`src/rtl/alu_pkg.sv`:
```
// rtl/alu_pkg.sv - shared ALU op encodings, flag positions and operand-conditioning helpers
package alu_pkg;

    typedef enum logic [1:0] {
        OP_ADD = 2'b00,
        OP_SUB = 2'b01,
        OP_ADC = 2'b10,
        OP_SBC = 2'b11
    } alu_op_e;

    // Bit positions inside the packed {n,z,c,v} vector used by the condition-code register
    localparam int FLAG_N  = 3;
    localparam int FLAG_Z  = 2;
    localparam int FLAG_C  = 1;
    localparam int FLAG_V  = 0;
    localparam int FLAGS_W = 4;

    function automatic logic op_inverts_b(input logic [1:0] op);
        return (op == OP_SUB) || (op == OP_SBC);
    endfunction

    function automatic logic op_carry_in(input logic [1:0] op, input logic cin);
        logic c0;
        case (op)
            OP_ADD:  c0 = 1'b0;
            OP_SUB:  c0 = 1'b1;
            default: c0 = cin;
        endcase
        return c0;
    endfunction

endpackage

```
`src/rtl/cla_segment.sv`:
```
// rtl/cla_segment.sv - combinational SEG-bit adder from 4-bit carry-lookahead groups
module cla_segment #(
    parameter int SEG = 8
) (
    input  logic [SEG-1:0] a,
    input  logic [SEG-1:0] b,
    input  logic           cin,
    output logic [SEG-1:0] sum,
    output logic           cout
);

    localparam int GROUPS = SEG / 4;

    logic [SEG-1:0] w_g;
    logic [SEG-1:0] w_p;
    logic [SEG:0]   w_c;

    assign w_g = a & b;
    assign w_p = a ^ b;

    // Every carry inside a group depends only on the group carry-in; groups chain on their G/P
    always_comb begin
        w_c    = '0;
        w_c[0] = cin;
        for (int j = 0; j < GROUPS; j++) begin
            w_c[4*j+1] = w_g[4*j] | (w_p[4*j] & w_c[4*j]);
            w_c[4*j+2] = w_g[4*j+1] | (w_p[4*j+1] & w_g[4*j])
                       | ((&w_p[4*j +: 2]) & w_c[4*j]);
            w_c[4*j+3] = w_g[4*j+2] | (w_p[4*j+2] & w_g[4*j+1])
                       | ((&w_p[4*j+1 +: 2]) & w_g[4*j])
                       | ((&w_p[4*j +: 3]) & w_c[4*j]);
            w_c[4*j+4] = w_g[4*j+3] | (w_p[4*j+3] & w_g[4*j+2])
                       | ((&w_p[4*j+2 +: 2]) & w_g[4*j+1])
                       | ((&w_p[4*j+1 +: 3]) & w_g[4*j])
                       | ((&w_p[4*j +: 4]) & w_c[4*j]);
        end
    end

    assign sum  = w_p ^ w_c[SEG-1:0];
    assign cout = w_c[SEG];

endmodule

```
`src/rtl/pipelined_addsub.sv`:
```
// rtl/pipelined_addsub.sv - pipelined add/sub unit, one CLA segment per stage with valid/ready flow
module pipelined_addsub
    import alu_pkg::*;
#(
    parameter int WIDTH = 32,
    parameter int SEG   = 8,
    parameter int TAG_W = 4
) (
    input  logic             clk,
    input  logic             clr,
    input  logic             in_valid,
    output logic             in_ready,
    input  logic [WIDTH-1:0] in_a,
    input  logic [WIDTH-1:0] in_b,
    input  logic [1:0]       in_op,
    input  logic             in_cin,
    input  logic [TAG_W-1:0] in_tag,
    output logic             out_valid,
    input  logic             out_ready,
    output logic [WIDTH-1:0] out_sum,
    output logic [TAG_W-1:0] out_tag,
    output logic             out_n,
    output logic             out_z,
    output logic             out_c,
    output logic             out_v
);

    localparam int STAGES = WIDTH / SEG;

    logic               w_ready [STAGES+1];
    logic               r_valid [STAGES];
    logic [WIDTH-1:0]   r_a     [STAGES];
    logic [WIDTH-1:0]   r_b     [STAGES];
    logic [WIDTH-1:0]   r_sum   [STAGES];
    logic               r_carry [STAGES];
    logic [TAG_W-1:0]   r_tag   [STAGES];
    logic [FLAGS_W-1:0] r_flags;

    assign w_ready[STAGES] = out_ready;
    assign in_ready        = w_ready[0];

    for (genvar k = 0; k < STAGES; k++) begin : g_stage
        logic             w_src_valid;
        logic [WIDTH-1:0] w_src_a;
        logic [WIDTH-1:0] w_src_b;
        logic [WIDTH-1:0] w_src_sum;
        logic             w_src_c;
        logic [TAG_W-1:0] w_src_tag;
        logic [SEG-1:0]   w_seg_sum;
        logic             w_seg_cout;
        logic [WIDTH-1:0] w_next_sum;

        assign w_ready[k] = ~r_valid[k] | w_ready[k+1];

        if (k == 0) begin : g_first
            assign w_src_valid = in_valid;
            assign w_src_a     = in_a;
            assign w_src_b     = op_inverts_b(in_op) ? ~in_b : in_b;
            assign w_src_c     = op_carry_in(in_op, in_cin);
            assign w_src_sum   = '0;
            assign w_src_tag   = in_tag;
        end else begin : g_next
            assign w_src_valid = r_valid[k-1];
            assign w_src_a     = r_a[k-1];
            assign w_src_b     = r_b[k-1];
            assign w_src_c     = r_carry[k-1];
            assign w_src_sum   = r_sum[k-1];
            assign w_src_tag   = r_tag[k-1];
        end

        cla_segment #(.SEG(SEG)) u_seg (
            .a    (w_src_a[k*SEG +: SEG]),
            .b    (w_src_b[k*SEG +: SEG]),
            .cin  (w_src_c),
            .sum  (w_seg_sum),
            .cout (w_seg_cout)
        );

        // Lower slices are already final; only slice k is filled in here
        always_comb begin
            w_next_sum                = w_src_sum;
            w_next_sum[k*SEG +: SEG]  = w_seg_sum;
        end

        always_ff @(posedge clk) begin
            if (clr) begin
                r_valid[k] <= 1'b0;
                r_a[k]     <= '0;
                r_b[k]     <= '0;
                r_sum[k]   <= '0;
                r_carry[k] <= 1'b0;
                r_tag[k]   <= '0;
            end else if (w_ready[k]) begin
                r_valid[k] <= w_src_valid;
                if (w_src_valid) begin
                    r_a[k]     <= w_src_a;
                    r_b[k]     <= w_src_b;
                    r_sum[k]   <= w_next_sum;
                    r_carry[k] <= w_seg_cout;
                    r_tag[k]   <= w_src_tag;
                end
            end
        end

        if (k == STAGES - 1) begin : g_last
            logic [FLAGS_W-1:0] w_flags;

            always_comb begin
                w_flags         = '0;
                w_flags[FLAG_N] = w_next_sum[WIDTH-1];
                w_flags[FLAG_Z] = (w_next_sum == '0);
                w_flags[FLAG_C] = w_seg_cout;
                w_flags[FLAG_V] = (w_src_a[WIDTH-1] == w_src_b[WIDTH-1])
                                && (w_next_sum[WIDTH-1] != w_src_a[WIDTH-1]);
            end

            always_ff @(posedge clk) begin
                if (clr) begin
                    r_flags <= '0;
                end else if (w_ready[k] && w_src_valid) begin
                    r_flags <= w_flags;
                end
            end
        end
    end

    assign out_valid = r_valid[STAGES-1];
    assign out_sum   = r_sum[STAGES-1];
    assign out_tag   = r_tag[STAGES-1];
    assign out_n     = r_flags[FLAG_N];
    assign out_z     = r_flags[FLAG_Z];
    assign out_c     = r_flags[FLAG_C];
    assign out_v     = r_flags[FLAG_V];

endmodule

```
`config.mk`:
```
export PLATFORM = sky130hd
export DESIGN_NAME = pipelined_addsub
export DESIGN_NICKNAME = d
export VERILOG_FILES = /design/src/rtl/alu_pkg.sv /design/src/rtl/cla_segment.sv /design/src/rtl/pipelined_addsub.sv
export SDC_FILE = /design/constraint.sdc
export NUM_CORES = 1
export LEC_CHECK = 0
export ABC_CLOCK_PERIOD_IN_PS = 6440
export CAP_MARGIN = 20
export CORE_UTILIZATION = 60
export DETAILED_ROUTE_END_ITERATION = 6
export PLACE_DENSITY = 0.91
export SYNTH_ARGS = -nofsm -noshare
export SYNTH_HDL_FRONTEND = slang
export SYNTH_SLANG_ARGS = --single-unit
export TNS_END_PERCENT = 20
```
`constraint.sdc`:
```
create_clock -name clk -period 6.44 [get_ports clk]
set_input_delay 0.644 -clock clk [delete_from_list [all_inputs] [get_ports clk]]
set_output_delay 0.644 -clock clk [all_outputs]
set_load 0.005 [all_outputs]
```
# ---- Yosys cells after proc, flatten, opt, wreduce, memory -nomap -nowiden
# Memory sizes are Yosys's and may differ from the RTL's.
# Index checks and enable logic that the tools add are counted.
# Widths: inputs -> output; s select.
dict set report classes {
  n_eq_ne 4
  muxes 56
  bitwise 205
  reduce_logical 53
}
# operator n
set op_table {}
lappend op_table {{$mux 32} 13}
lappend op_table {{$or 1x1->1} 108}
lappend op_table {{$and 1x1->1} 80}
lappend op_table {{$xor 8x8->8} 8}
lappend op_table {{$reduce_and 2->1} 24}
lappend op_table {{$reduce_and 3->1} 16}
lappend op_table {{$mux 1} 38}
lappend op_table {{$and 8x8->8} 4}
lappend op_table {{$logic_not 32->1} 1}
lappend op_table {{$not 32->32} 1}
lappend op_table {{$reduce_and 4->1} 8}
lappend op_table {{$mux 4} 4}
lappend op_table {{$not 1->1} 4}
lappend op_table {{$eq 2x1->1 const B} 1}
lappend op_table {{$eq 2x2->1 const B} 1}
lappend op_table {{$logic_and 1x1->1} 2}
lappend op_table {{$logic_not 2->1} 1}
lappend op_table {{$pmux 1 s2} 1}
lappend op_table {{$eq 1x1->1} 1}
lappend op_table {{$logic_or 1x1->1} 1}
lappend op_table {{$ne 1x1->1} 1}
dict set report word_totals {
  register_bits 4
  ram_bits 408
  in_bits 75
  word_cells 325
  n_memories 6
}
# memory depth width rd rd_ports_with_merged_regs write_ports line_no
set memory_table {}
lappend memory_table {r_a 4 32 3 0 4 pipelined_addsub.sv:32} ;# logic [WIDTH-1:0] r_a [STAGES];
lappend memory_table {r_b 4 32 3 0 4 pipelined_addsub.sv:33} ;# logic [WIDTH-1:0] r_b [STAGES];
lappend memory_table {r_sum 4 32 4 0 4 pipelined_addsub.sv:34} ;# logic [WIDTH-1:0] r_sum [STAGES];
lappend memory_table {r_tag 4 4 4 0 4 pipelined_addsub.sv:36} ;# logic [TAG_W-1:0] r_tag [STAGES];
lappend memory_table {r_carry 4 1 3 0 4 pipelined_addsub.sv:35} ;# logic r_carry [STAGES];
lappend memory_table {r_valid 4 1 4 0 4 pipelined_addsub.sv:31} ;# logic r_valid [STAGES];

# ---- Logic depth before layout (Yosys ltp)
dict set report logic_depth {
  depth_word 13
  ltp_mapped 11
  ltp_nobuf 11
}

# ---- By module
# From an unflattened synthesis, not the netlist that was laid out.
dict set report unflattened {
  cells_unflattened 635
  area_unflattened_um2 9152.5
}
# mod n_inst cells_each area_each_um2 seq_area_each_um2
set by_module_without_submodules {}
lappend by_module_without_submodules {pipelined_addsub 1 495 7892.6 6055.8}
lappend by_module_without_submodules {{cla_segment at g_stage[2].u_seg ...} 2 36 321.6 0.0}
lappend by_module_without_submodules {{cla_segment at g_stage[0].u_seg} 1 34 310.3 0.0}
lappend by_module_without_submodules {{cla_segment at g_stage[1].u_seg} 1 34 306.5 0.0}

# ---- Worst setup path before layout
# Ideal clock, no wire load.
dict set report synth_timing {
  path_type {reg-to-reg}
  start {memory r_b[2][24], in the netlist r_b[1][24]}
  end {register r_flags[2]}
  arrival_time_ns 2.890
  path_slack_ns 3.492
  stages_incl_launch_ff 12
  path_buffers 0
  synth_period_minus_slack_ns 2.948
  path_cell_list {edfxtp_1 ha_1 a211oi_1 nor2_1 nor2_1 o21bai_1 fa_1 nor4b_1 nand4_1 or4_1 nor4_2 a22o_1}
}
# element line_no
set synth_lines {}
lappend synth_lines {{from (decl)} pipelined_addsub.sv:33}
lappend synth_lines {{to (signal assigned)} pipelined_addsub.sv:121} ;# r_flags <= w_flags;
lappend synth_lines {{to (decl)} pipelined_addsub.sv:37} ;# logic [FLAGS_W-1:0] r_flags;

==> results.tsv <==
stage	metric	value	unit
outcome	status	finished with violations	
outcome	failed_checks	design-rule violations	
cts	cts_buffers	20	
synth	synth-main-ff-cell	edfxtp_1	
synth	ys_ff_latch	203	
cts	cts_sinks	203	
synth	syn_area_per_cell	13.75	um^2
floorplan	coreArea	14700	um^2
setup_path	worstSetupStartpointType	flip-flop	
synth	synth_warnings	0	
placement	place_area	10420	um^2
setup_path	worst_path_most_repeated_cell	nor2_1	
detailed_routing	vias_per_cell	5.664	
floorplan	initial_core_util	62.19	%
setup_path	setup.worst_path.end_class	flip-flop	
synth	synth_edf_count	199	
synth	yosys.cell_count.top_type	edfxtp_1	
final_layout	num_antenna_cells	0	
sta	slew_violations	0	
detailed_routing	drc_errors	5	
flow_run	cap_violations	0	
sta	period_needed	3348	ps
pwr	p_leak	4.623	nW
sta	hold_viol_final	0	
cts	post_cts_resized	0	
global_route	grt_pass1_vias	5434	
cts	holdBufCountCts	0	
pwr	power_density	275.0	nW/um^2
synth	synthArstFlopShare	0	%
placement	gp_congestion	0.8455	
final_layout	drive_above_1_share	6.835	%
cts	clock_latency	490	ps
pwr	power	0.003075	W
sta	setup_tns	0	ps
setup_path	cpPeakStageDelay	540	ps
floorplan	ioPinCount	117	
cts	post_cts_buffers	0	
synth	yosysSeqAreaShare	66.25	%
final_layout	final_cells	974	
final_layout	syn2layout_area_growth	22.34	%
floorplan	die_area	15730	um^2
setup_path	cp_slowest_cell	or4_1	
synth	synth_top_area_share	65.37	%
min_path	min_path_type	reg2reg	
pwr	max-vdd-ir-drop	225.5	uV
sta	fin_skew	11.05	ps
setup_path	path_class	reg2reg	
sta	setup_viol_count_final	0	
placement	place.port_buffers	116	
detailed_routing	routed_wl	16940	um
detailed_routing	antenna_left	0	
floorplan	num_rows	44	
cts	cts_tree	built	
detailed_routing	routedWlPerCell	17.39	um
cts	h-tree-depth	1	
detailed_routing	route.vias.total	5517	
global_route	antenna_found_initial	0	
placement	dp.cells	935	
sta	rsz0062_at_grt	false	
setup_path	path_cells	ha_1 -> a211oi_1 -> nor2_1 -> nor2_1 -> o21bai_1 -> fa_1 -> nor4b_1 -> nand4_1 -> or4_1 -> nor4_2 -> a22o_1	
detailed_routing	drtIter0Drc	432	
synth	synth_top_cell_by_area	edfxtp_1	
sta	max_freq	0.2987	GHz
floorplan	die_x	125.4	um
cts	clockRootBuffer	clkbuf_16	
setup_path	required	6870	ps
synth	synthCells	665	
sta	hold_slack	482.4	ps
synth	netlist_area	9141	um^2
synth	synth_top_cells_by_count	edfxtp_1 (199), and3_1 (74), and2_1 (67)	
final_layout	nets	891	
setup_path	critical_path_peak_fanout	3	
cts	clk_path_buf_depth	3	
synth	ys_types	47	
detailed_routing	drtPass1Iterations	7	
sta	slew_headroom	31.81	%
setup_path	crit_family	simple AND/OR/NAND/NOR gates	
global_route	grt_pass1_wl	26630	um
final_layout	final_area	11180	um^2
setup_path	arrival	3780	ps
synth	synth_nets	780	
global_route	grt_max_degree	62	
sta	tightest_slew	1023	ps
floorplan	die_h	125.4	um
cts	clk_pin_slew	60	ps
synth	synth.area.top_cells	edfxtp_1 (65%), and3_1 (5.1%), and2_1 (4.6%)	
global_route	grt-ovfl-total	0	
global_route	grt_util_all_layers	21.29	%
placement	place_hpwl	11390	um
sta	period_share	51.99	%
setup_path	crit_buf_inv	0	
[layout make-up]
type                       instances  area [um^2]
sequential                       203         6056
fill                             793         3516
multi-input combinational        408         2880
timing repair buffer             122         1241
clock buffer                      23        533.0
tap                              184        230.2
clock inverter                    13        163.9
inverter                          21        78.83
[kinds of logic (layout without fill, tap and decap cells)]
logic type	count (synthesis)	after routing	share of synthesized area, %
flip-flops	203	203	66.25
XOR/XNOR	49	49	4.695
adder cells (fa/ha/maj)	40	40	6.132
AO/OA/AOI/OAI	58	58	4.394
multiplexers	3	3	0.3422
buffers and inverters	54	179	2.327
AND/OR/NAND/NOR	258	258	15.86
[cell usage in the layout, fill, tap and decap left out, types with 3 or more instances in the layout]
cell type	count
inv_1	20
xor2_1	18
buf_4	3
nand3_1	7
fa_1	8
nor2b_1	3
xnor2_1	31
a211oi_1	7
dfxtp_1	4
clkbuf_16	21
nor4_1	5
and3_1	74
nand4_1	4
clkinv_1	3
o21a_1	7
edfxtp_1	199
a21oi_1	9
nor3_1	14
a21o_1	11
bufinv_16	4
o21ai_0	11
nand2_1	13
nor2_1	53
clkinv_2	5
nand2b_1	3
ha_1	32
or2_2	4
and2_1	67
clkdlybuf4s50_1	115
[report_power, final]
group,switching [W],internal [W],total [W]
Clock,0.000468,0.000754,0.00122
Sequential,0.0000281,0.00153,0.00156
Combinational,0.000149,0.000143,0.000291
Total,0.000645,0.00243,0.00308
[worst reg2reg max path, delay by kind of cell (launching register included)]
| family | cells | cell delay [ps] |
|---|---|---|
| compound gates | 3 | 650 |
| fa+ha+maj | 2 | 790 |
| flops | 1 | 390 |
| simple gates | 6 | 1480 |
[state kept, by name, indices dropped and copies added (netlist names)]
name,count
r_sum,80
r_a,48
r_b,48
r_tag,16
r_flags,4
r_valid,4
r_carry,3
[worst paths after layout]
| kind | startpoint | to | slack, ps | depth (start not counted) |
|---|---|---|---|---|
| worst max-delay path | r_b[1][24]$_SDFFCE_PN0P_ | r_flags[2]$_SDFFE_PP0P_ | 3090 | 11 |
| worst min-delay path | r_flags[0]$_SDFFE_PP0P_ | r_flags[0]$_SDFFE_PP0P_ | 480 | 2 |
| worst max register to register | r_b[1][24]$_SDFFCE_PN0P_ | r_flags[2]$_SDFFE_PP0P_ | 3090 | 11 |
| worst min register to register | r_flags[0]$_SDFFE_PP0P_ | r_flags[0]$_SDFFE_PP0P_ | 480 | 2 |
[per-stage QoR]
step	util (%)	setup WS [ps]
3_5_place_dp	70.91	2880
2_1_floorplan	-	3492
5_1_grt	76.08	2914
4_1_cts	75.66	3123
3_3_place_gp	70.91	3011
6_report	76.08	3092
[per-layer routing]
layer / track usage (%) / part of all wire, % / vias up / wire [um]
li1: - / - / 2634 / -
met1: 26.59 / 41 / 2579 / 6907
met2: 37.35 / 50 / 251 / 8415
met3: 3.295 / 6.4 / 53 / 1088
met4: 8.393 / 3.1 / 0 / 529
met5: 0 / 0 / - / 0
No activity file was read; power rests on OpenSTA's default activity.
